===== src/rtl/ex_mem_stage_pkg.sv =====
// rtl/ex_mem_stage_pkg.sv - shared encodings and defaults for the EX/MEM pipeline latch
package ex_mem_stage_pkg;

  typedef enum logic [1:0] {
    STATE_RUN    = 2'd0,
    STATE_BUBBLE = 2'd1,
    STATE_HOLD   = 2'd2
  } stage_state_e;

  localparam int   NOP_REG_ADDR = 0;
  localparam logic STOP         = 1'b1;
  localparam logic NO_STOP      = 1'b0;

  localparam int DEF_DATA_W  = 32;
  localparam int DEF_ADDR_W  = 5;
  localparam int DEF_STALL_W = 6;
  localparam int DEF_STAGE   = 3;
  localparam int DEF_CARRY_W = 64;
  localparam int DEF_CNT_W   = 2;
  localparam int PERF_CNT_W  = 32;

endpackage


===== src/rtl/ex_mem_stage_sat_counter.sv =====
// rtl/ex_mem_stage_sat_counter.sv - saturating event counter, built only with EX_MEM_STAGE_PERF_EN
`ifdef EX_MEM_STAGE_PERF_EN
module sat_counter #(
  parameter int W = 32
) (
  input  logic         clk,
  input  logic         rst,
  input  logic         inc,
  output logic [W-1:0] count
);

  logic [W-1:0] count_q;
  logic [W-1:0] count_d;

  always_comb begin
    count_d = count_q;
    // Sticks at all-ones rather than wrapping back to zero.
    if (inc && (count_q != {W{1'b1}})) begin
      count_d = count_q + {{(W-1){1'b0}}, 1'b1};
    end
  end

  always_ff @(posedge clk or posedge rst) begin
    if (rst) begin
      count_q <= '0;
    end else begin
      count_q <= count_d;
    end
  end

  assign count = count_q;

endmodule
`endif


===== src/rtl/ex_mem_stage.sv =====
// rtl/ex_mem_stage.sv - EX/MEM latch with flush, bubble/hold control and multi-cycle carry
// Optional bubble/hold performance counters under EX_MEM_STAGE_PERF_EN.
module ex_mem_stage
  import ex_mem_stage_pkg::*;
#(
  parameter int DATA_W  = DEF_DATA_W,
  parameter int ADDR_W  = DEF_ADDR_W,
  parameter int STALL_W = DEF_STALL_W,
  parameter int STAGE   = DEF_STAGE,
  parameter int CARRY_W = DEF_CARRY_W,
  parameter int CNT_W   = DEF_CNT_W
) (
  input  logic               clk,
  input  logic               rst,
  input  logic [STALL_W-1:0] stall,
  input  logic               flush,
  input  logic               ex_valid,
  input  logic [ADDR_W-1:0]  ex_wd,
  input  logic               ex_wreg,
  input  logic [DATA_W-1:0]  ex_wdata,
  input  logic [DATA_W-1:0]  ex_hi,
  input  logic [DATA_W-1:0]  ex_lo,
  input  logic               ex_whilo,
  input  logic [CARRY_W-1:0] carry_i,
  input  logic [CNT_W-1:0]   cnt_i,
  output logic               mem_valid,
  output logic [ADDR_W-1:0]  mem_wd,
  output logic               mem_wreg,
  output logic [DATA_W-1:0]  mem_wdata,
  output logic [DATA_W-1:0]  mem_hi,
  output logic [DATA_W-1:0]  mem_lo,
  output logic               mem_whilo,
  output logic [CARRY_W-1:0] carry_o,
  output logic [CNT_W-1:0]   cnt_o,
  output logic [1:0]         stage_state
`ifdef EX_MEM_STAGE_PERF_EN
  ,
  output logic [PERF_CNT_W-1:0] bubble_cnt,
  output logic [PERF_CNT_W-1:0] hold_cnt
`endif
);

  if ((STAGE < 0) || (STAGE > STALL_W - 2)) begin : g_stage_range
    $error("ex_mem_stage: STAGE out of range 0..STALL_W-2");
  end

  // Clamped so an illegal STAGE still elaborates far enough to report the error above.
  localparam int HERE_IDX = (STAGE < 0) ? 0 : ((STAGE > STALL_W - 1) ? STALL_W - 1 : STAGE);
  localparam int NEXT_IDX = (HERE_IDX + 1 > STALL_W - 1) ? STALL_W - 1 : HERE_IDX + 1;

  logic stop_here;
  logic stop_next;

  assign stop_here = stall[HERE_IDX];
  assign stop_next = stall[NEXT_IDX];

  logic               valid_q, valid_d;
  logic [ADDR_W-1:0]  wd_q, wd_d;
  logic               wreg_q, wreg_d;
  logic [DATA_W-1:0]  wdata_q, wdata_d;
  logic [DATA_W-1:0]  hi_q, hi_d;
  logic [DATA_W-1:0]  lo_q, lo_d;
  logic               whilo_q, whilo_d;
  logic [CARRY_W-1:0] carry_q, carry_d;
  logic [CNT_W-1:0]   cnt_q, cnt_d;
  stage_state_e       state_q, state_d;

  always_comb begin
    valid_d = valid_q;
    wd_d    = wd_q;
    wreg_d  = wreg_q;
    wdata_d = wdata_q;
    hi_d    = hi_q;
    lo_d    = lo_q;
    whilo_d = whilo_q;
    carry_d = carry_q;
    cnt_d   = cnt_q;
    state_d = state_q;

    if (flush) begin
      valid_d = 1'b0;
      wd_d    = ADDR_W'(NOP_REG_ADDR);
      wreg_d  = 1'b0;
      wdata_d = '0;
      hi_d    = '0;
      lo_d    = '0;
      whilo_d = 1'b0;
      carry_d = '0;
      cnt_d   = '0;
      state_d = STATE_BUBBLE;
    end else if ((stop_here == STOP) && (stop_next == NO_STOP)) begin
      // Downstream keeps moving: send a bubble, but let the multi-cycle op keep stepping.
      valid_d = 1'b0;
      wd_d    = ADDR_W'(NOP_REG_ADDR);
      wreg_d  = 1'b0;
      wdata_d = '0;
      hi_d    = '0;
      lo_d    = '0;
      whilo_d = 1'b0;
      carry_d = carry_i;
      cnt_d   = cnt_i;
      state_d = STATE_BUBBLE;
    end else if (stop_here == NO_STOP) begin
      valid_d = ex_valid;
      wd_d    = ex_wd;
      wreg_d  = ex_wreg & ex_valid;
      wdata_d = ex_wdata;
      hi_d    = ex_hi;
      lo_d    = ex_lo;
      whilo_d = ex_whilo & ex_valid;
      carry_d = '0;
      cnt_d   = '0;
      state_d = STATE_RUN;
    end else begin
      carry_d = carry_i;
      cnt_d   = cnt_i;
      state_d = STATE_HOLD;
    end
  end

  always_ff @(posedge clk or posedge rst) begin
    if (rst) begin
      valid_q <= 1'b0;
      wd_q    <= ADDR_W'(NOP_REG_ADDR);
      wreg_q  <= 1'b0;
      wdata_q <= '0;
      hi_q    <= '0;
      lo_q    <= '0;
      whilo_q <= 1'b0;
      carry_q <= '0;
      cnt_q   <= '0;
      state_q <= STATE_RUN;
    end else begin
      valid_q <= valid_d;
      wd_q    <= wd_d;
      wreg_q  <= wreg_d;
      wdata_q <= wdata_d;
      hi_q    <= hi_d;
      lo_q    <= lo_d;
      whilo_q <= whilo_d;
      carry_q <= carry_d;
      cnt_q   <= cnt_d;
      state_q <= state_d;
    end
  end

  assign mem_valid   = valid_q;
  assign mem_wd      = wd_q;
  assign mem_wreg    = wreg_q;
  assign mem_wdata   = wdata_q;
  assign mem_hi      = hi_q;
  assign mem_lo      = lo_q;
  assign mem_whilo   = whilo_q;
  assign carry_o     = carry_q;
  assign cnt_o       = cnt_q;
  assign stage_state = state_q;

`ifdef EX_MEM_STAGE_PERF_EN
  logic bubble_inc;
  logic hold_inc;

  assign bubble_inc = flush | (stop_here & ~stop_next);
  assign hold_inc   = ~flush & stop_here & stop_next;

  sat_counter #(.W(PERF_CNT_W)) u_bubble_cnt (
    .clk   (clk),
    .rst   (rst),
    .inc   (bubble_inc),
    .count (bubble_cnt)
  );

  sat_counter #(.W(PERF_CNT_W)) u_hold_cnt (
    .clk   (clk),
    .rst   (rst),
    .inc   (hold_inc),
    .count (hold_cnt)
  );
`endif

endmodule


===== config.mk =====
export PLATFORM = sky130hd
export DESIGN_NAME = ex_mem_stage
export DESIGN_NICKNAME = d
export VERILOG_FILES = /design/src/rtl/ex_mem_stage_pkg.sv /design/src/rtl/ex_mem_stage_sat_counter.sv /design/src/rtl/ex_mem_stage.sv
export SDC_FILE = /design/constraint.sdc
export NUM_CORES = 1
export LEC_CHECK = 0
export BUFFER_PORTS_ARGS = -buffer_cell sky130_fd_sc_hd__buf_2
export CAP_MARGIN = 20
export CORE_ASPECT_RATIO = 0.7
export CORE_UTILIZATION = 28
export DETAILED_ROUTE_END_ITERATION = 10
export SYNTH_ARGS = -nofsm -noshare
export SYNTH_HDL_FRONTEND = slang
export SYNTH_SLANG_ARGS = --single-unit

===== constraint.sdc =====
create_clock -name clk -period 6.64 [get_ports clk]
set_clock_uncertainty 0.1 [all_clocks]
set_input_delay 0.664 -clock clk [delete_from_list [all_inputs] [get_ports clk]]
set_output_delay 0.664 -clock clk [all_outputs]
set_load 0.03 [all_outputs]

==> key figures, run 1 <==
Placed design
  – Hpwl dp: approximately 14000 µm
  – Placed cells: 1242
  – Placer congestion estimate: around 0.7
  – Port Buffer Count: 346

Floorplanning
  – DIE WIDTH: slightly below 200 µm
  – Row Count: just under 50
  – Full die area: ~28000 µm²
  – Area of the placeable core: roughly 26000 µm²
  – Initial core utilization: between 20% and 30%
  – Vertical die dimension: 140 µm
  – Number of placed I/O pins: about 350

Job
  – Max-cap violation count: 0

Logic synthesis
  – Synthesized area per cell: between 10 and 15 µm²
  – Syn_nets: 762
  – Total of warnings raised by yosys: 0
  – Combined area of all synthesized cells: between 7000 and 8000 µm²
  – Number of unique standard cell types used by synthesis: 17
  – Register bit count reported by yosys: 172
  – Sequential fraction of the synthesis area: 56.8%
  – Number of instances in the synthesized netlist: 583

Clocking
  – Number of buffers created by CTS: 17
  – Quantity of hold-fixing buffers added after cts: 0
  – Later-pin clock latency in the skew report: between 0.4 and 0.5 ns
  – Clock slew seen by the registers of the worst setup and hold paths: ~0.080 ns
  – Number of clock sinks seen by CTS: about 170
  – Clock root buffer: clkbuf_16
  – Clock tree from TritonCTS: yes
  – Post-CTS Resized: 0
  – Number of setup buffers added after CTS: 0
  – Number of buffers on the longest clock path: 2
  – H-tree levels: 4

Routing
  – Via-to-Cell Ratio: 4.30
  – Pre-Repair DR Iteration Count: 4
  – Routed via count: ~5.5k
  – First-iteration detailed-routing DRC count: 200
  – Remaining number of nets flagged by the antenna check after routing: 0
  – Post-detailed-route DRC marker count: 0
  – WL per Instance: around 16 µm
  – Sum of routed wire length over all layers: approximately 21000 µm

Worst setup path
  – Crit Path Class: primary input to flop
  – Cell type of the slowest stage on the worst timing path: buf_4
  – Required arrival time at the worst endpoint: ~7 ns
  – Buffers plus inverters on the worst setup path: 2
  – Top fanout value on the critical path: 62
  – FF-to-FF End: mem_wreg$_DFFE_PP0P_
  – Launching element type of the critical path: primary input
  – Startpoint of the lowest-slack register-to-register path: mem_wreg$_DFFE_PP0P_
  – Worst Reg2Reg Path Length in Cells: 2
  – CP Capture Type: flop
  – Highest cell delay on the worst timing path: roughly 0.67 ns
  – Endpoint arrival time on the critical path: 2.46 ns
  – R2r setup slk: approximately 5.7 ns
  – Chain of cells forming the critical path: buf_6, buf_4, and2_0, a32o_1
  – Gate family responsible for the most delay along the worst path: buffers and inverters

Finish
  – Total area of sequential cells: ~4300 µm²
  – Final non-filler cell total: ~1.3k
  – Most frequent cells in the layout: buf_2 (343), dfrtp_1 (172), nand2b_1 (90), nand3_2 (90), a21oi_2 (90)
  – Growth of design area from synthesis to finish: 32.4%
  – Multi-input gate area in the final layout: ~2900 µm²
  – Nets@finish: 1083
  – Commonest non-fill, non-tap cell in the layout: buf_2
  – Fraction of final layout cells with drive strength greater than 1: between 60% and 70%
  – Number of filler instances in the final layout: between 2k and 3k

Timing
  – Final clock period utilization by the worst path: between 30% and 40%
  – Worst slew slack as a fraction of its limit: around 45%
  – Top achievable clock speed: roughly 450 MHz
  – Final count of hold timing violations: 0
  – Aggregate negative setup slack: 0 ns
  – Max-slew violation count: 0
  – Time the final worst path needs with I/O delays and setup: between 2 and 2.5 ns
  – Worst-margin pin slew: 0.821 ns
  – Unrepaired setup endpoints after global routing: false
  – Number of endpoints failing setup at the final stage: 0

Power and ir drop
  – Total power draw: ~2.5 mW
  – Static leakage: between 4 and 5 nW
  – Worst ir drop on vdd: about 160 µV
  – Total net switching power: 753 µW
  – Logic pwr share: between 10% and 20%
  – Switching fraction of total power: 30.1%
  – Power density normalized to cell area: 249 nW/µm²
  – Share of power burned in registers: about 45%
  – Internal power consumption: between 1.5 and 2 mW
  – Clock network fraction of design power: 41.4%

Global route
  – Global-route usage over all layers: between 10% and 20%
  – Leftover overflow at the end of global routing: 0
  – Global-route wire length before repair: between 30000 and 40000 µm
  – Number of antenna violations at the first check in global routing: 3
  – Largest net degree at the start of global routing: 73
  – Via count of the first global-routing pass: ~5.7k

Run status
  – Run status: complete, no violations

Worst hold path
  – Path type of the worst min-delay path: primary input to asynchronous set/reset pin
-- final cells by class --
class	count	share of cell area, %
sequential	172	42.9
clock inverter	15	1.78
timing repair buffer	353	18.0
inverter	3	0.162
antenna	2	0.0499
clock buffer	17	4.24
multi-input combinational	357	28.5
tap	357	4.45
-- power by group through the flow --
stage / logic [mW] / registers, mW / clock network, mW
2_1_floorplan: 0.146 / 1.23 / 0
3_3_place_gp: 0.358 / 1.13 / 0
3_5_place_dp: 0.360 / 1.13 / 0
4_1_cts: 0.361 / 1.11 / 1.07
5_1_grt: 0.383 / 1.12 / 1.11
6_report: 0.352 / 1.11 / 1.03
-- cells in the mapped netlist --
cell      number  area share [%]
nand3_2       90              12
o21ai_0        1           0.066
buf_12        10             2.6
and2_1        69             5.7
dfrtp_1      172              57
nand2b_1      90             7.4
buf_4          7            0.69
a21oi_2       90              10
buf_2         22             1.5
buf_6          1            0.15
nor2b_1        1           0.083
clkbuf_1      11            0.54
inv_1          2           0.099
inv_2          1           0.049
and2_0         1           0.083
a32o_1        14             1.8
nor2_2         1           0.083
-- flip-flops by register name (all words and copies together), names as in the netlist --
signal	flops
stage_state	2
mem_wreg	1
cnt_o	2
mem_hi	32
mem_lo	32
mem_wd	5
mem_valid	1
mem_wdata	32
mem_whilo	1
carry_o	64
-- through the flow --
stage               instance area (µm²)  utilization [%]  hold WS [ns]  setup WS, ns
CTS                               10000             38.4         0.249          4.40
global placement                   9430             36.1         0.399          3.97
finish                            10000             38.4         0.237          4.44
global route                      10000             38.4         0.267          4.27
detailed placement                 9430             36.1         0.409          3.94
floorplan                          7580                -         0.571          1.22
-- routing by layer --
| metal | up-vias | wire length, µm | GRT usage (%) |
|---|---|---|---|
| li1 | 2599 | - | - |
| met1 | 2692 | 9380 | 19.7 |
| met2 | 184 | 9580 | 23.6 |
| met3 | 14 | 1850 | 6.57 |
| met4 | 4 | 165 | 3.16 |
| met5 | - | 19 | 0 |
-- cell families after synthesis --
logic type / Yosys count / synth area share, %
buf+inv: 54 / 5.63
compound gates: 105 / 12.3
simple gates: 252 / 25.3
flops: 172 / 56.8
-- worst max path at each step --
stage	slack, ns	cells past startpoint	endpoint	from
2_1_floorplan	1.22	1	carry_o[0]$_DFF_PP0_	rst
3_3_place_gp	3.97	4	mem_wdata[28]$_DFFE_PP0P_	stall[3]
3_5_place_dp	3.94	4	mem_wd[0]$_DFFE_PP0P_	stall[3]
4_1_cts	4.40	4	mem_wd[0]$_DFFE_PP0P_	stall[3]
5_1_grt	4.27	4	mem_wdata[28]$_DFFE_PP0P_	stall[3]
6_report	4.44	4	mem_wd[0]$_DFFE_PP0P_	stall[3]
(Power assumes the default switching activity.)
==> run 2: changes to the inputs <==
Clock period 6.64 ns to 1.8 ns, I/O delays scaled along.
==> run 2 against run 1 <==
Net effect:
- flip-flop and latch count unchanged
- die area stayed put
- global-route usage increased by 1.1 points
- register-to-register slack lost 5.4 ns
- first-iteration DRC count is 1.5% higher
- clock power grew to 3.7 times the previous value
- sequential share of layout area down 7.1 points
- sequential power rose to 3.7 times the previous value
- wire length up 6.8%
==> key figures, run 2 (synthesis results as in run 1) <==
Worst setup path
  – CP Capture Type: flop
  – Launching element type of the critical path: flop
  – Top fanout value on the critical path: 2 (-97%)
  – Worst Reg2Reg Path Length in Cells: 3 (+1)
  – Crit Path Class: flop to flop
  – Endpoint arrival time on the critical path: 1.72 ns (-0.74 ns)
  – Startpoint of the lowest-slack register-to-register path: mem_wreg$_DFFE_PP0P_
  – Required arrival time at the worst endpoint: 2.02 ns (-4.87 ns)
  – R2r setup slk: 0.30 ns (-5.40 ns)
  – FF-to-FF End: mem_wreg$_DFFE_PP0P_

Timing
  – Worst slew slack as a fraction of its limit: 52.0% (+6.7 points)
  – Final clock period utilization by the worst path: between 80% and 90%
  – Max-slew violation count: 0 (unchanged)
  – Unrepaired setup endpoints after global routing: false
  – Final worst slack: 0.300 ns (-4.14 ns)
  – Time the final worst path needs with I/O delays and setup: approximately 1.5 ns
  – Number of endpoints failing setup at the final stage: 0 (unchanged)
  – Worst slack on hold paths: 0.0203 ns (-0.217 ns)
  – Top achievable clock speed: 666 MHz
  – Final count of hold timing violations: 0 (unchanged)
  – Worst-margin pin slew: 0.720 ns (-0.101 ns)

Placed design
  – Port Buffer Count: 346 (unchanged)
  – Worst-case setup slack after placement: 0.399 ns (-3.54 ns)
  – Hpwl dp: 14200 µm (-0.55%)
  – Placer congestion estimate: 0.734 (+5.1%)

Routing
  – Sum of routed wire length over all layers: 22400 µm (+6.8%)
  – Via-to-Cell Ratio: 4.24 (-1.5%)
  – Post-detailed-route DRC marker count: 0 (unchanged)
  – Remaining number of nets flagged by the antenna check after routing: 0 (unchanged)
  – Pre-Repair DR Iteration Count: 4 (unchanged)
  – First-iteration detailed-routing DRC count: 203 (+1.5%)
  – Routed via count: 6230 (+13%)
  – WL per Instance: 15.3 µm (-7.3%)

Global route
  – Number of antenna violations at the first check in global routing: 0 (-3)
  – Leftover overflow at the end of global routing: 0 (unchanged)
  – Via count of the first global-routing pass: 6674 (+18%)
  – Global-route wire length before repair: 35500 µm (+9.9%)
  – Largest net degree at the start of global routing: 96 (+32%)
  – Global-route usage over all layers: 16.4% (+1.1 points)

Run status
  – Run status: complete, no violations

Clocking
  – Number of buffers on the longest clock path: 2 (unchanged)
  – Clock root buffer: clkbuf_16
  – Number of clock sinks seen by CTS: 172 (unchanged)
  – H-tree levels: 4 (unchanged)
  – Number of setup buffers added after CTS: 0 (unchanged)
  – Number of buffers created by CTS: 17 (unchanged)
  – Clock tree from TritonCTS: yes
  – Clock slew seen by the registers of the worst setup and hold paths: 0.07 ns (about the same)
  – Later-pin clock latency in the skew report: 0.43 ns (about the same)

Power and ir drop
  – Worst ir drop on vdd: 595 µV (+270%)
  – Power density normalized to cell area: 793 nW/µm² (+220%)
  – Static leakage: 5.74 nW (+18%)
  – Total power draw: 9.54 mW (+280%)

Floorplanning
  – Number of placed I/O pins: 351 (unchanged)
  – Full die area: 27700 µm² (unchanged)
  – Vertical die dimension: 140 µm (unchanged)
  – Area of the placeable core: 26100 µm² (unchanged)
  – Initial core utilization: 29.0% (unchanged)
  – Row Count: 49 (unchanged)
  – DIE WIDTH: 199 µm (unchanged)

Finish
  – Growth of design area from synthesis to finish: 58.8%
  – Multi-input gate area in the final layout: 2860 µm² (unchanged)
  – Total area of sequential cells: 4300 µm² (unchanged)
  – Nets@finish: 1278 (+18%)
  – Most frequent cells in the layout: buf_2 (343), dlygate4sd3_1 (185), dfrtp_1 (172)
  – Commonest non-fill, non-tap cell in the layout: buf_2
  – Number of filler instances in the final layout: 2392 (-8.7%)
  – Fraction of final layout cells with drive strength greater than 1: 52.1% (-10 points)
  – Largest register FFs: 64 (unchanged)
  – Inserted Diodes: 0 (-2)

Worst hold path
  – Path type of the worst min-delay path: primary input to flop
  – Startpoint of the most critical hold path: stall[3]
  – Hold worst-path end: mem_lo[10]$_DFFE_PP0P_
  – Hold Path Depth: 3

Job
  – Max-cap violation count: 0 (unchanged)
run 2: stage by stage:
stage                     cells  util (%)  area, µm²  setup TNS (ns)
after floorplan             583         -       7580         -116.39
after global placement     1252      36.7       9580               0
after detailed placement   1252      36.7       9580               0
after CTS                  1469      46.1      12000               0
after global routing       1469      46.1      12000               0
final                      1469      46.1      12000               0
run 2: routing by layer:
layer	wire (µm)	vias to the layer above	global-route usage, %
met5	0	-	0
li1	-	2980	-
met2	10900	200	27.5
met4	261	0	4.57
met1	9820	3032	20.0
met3	1470	18	5.21
run 2: worst max path at each step:
stage,to,from,cells after the start
4_1_cts,mem_wreg$_DFFE_PP0P_,mem_wreg$_DFFE_PP0P_,3
3_5_place_dp,mem_wd[3]$_DFFE_PP0P_,stall[3],3
5_1_grt,mem_wreg$_DFFE_PP0P_,stall[3],4
6_report,mem_wreg$_DFFE_PP0P_,mem_wreg$_DFFE_PP0P_,3
2_1_floorplan,carry_o[0]$_DFF_PP0_,rst,1
3_3_place_gp,mem_whilo$_DFFE_PP0P_,stall[3],3
run 2: worst max-delay path: stages, from the launching register on:
cell and delay (ns):
dfrtp_1 0.37, and2_1 0.15, a32o_1 0.20, dlygate4sd3_1 0.56
run 2: cell type report:
| type | instances | area share, % |
|---|---|---|
| inverters | 3 | 0.125 |
| multi-input cells | 357 | 23.7 |
| repair buffers | 548 | 31.7 |
| clock inverters | 15 | 1.47 |
| flip-flops and latches | 172 | 35.8 |
| well taps | 357 | 3.71 |
| clock buffers | 17 | 3.53 |
run 2: what timing repair did:
| item | CTS | global route |
|---|---|---|
| resized for setup | 0 | 0 |
| hold buffers | 185 | 0 |
| hold endpoints to repair | 342 | 0 |
run 2: report_power, final:
part	switching [mW]	internal, mW	leakage (nW)
clock network	1.78	1.99	0.285
logic	0.942	0.721	3.15
registers	0.0876	4.03	2.31
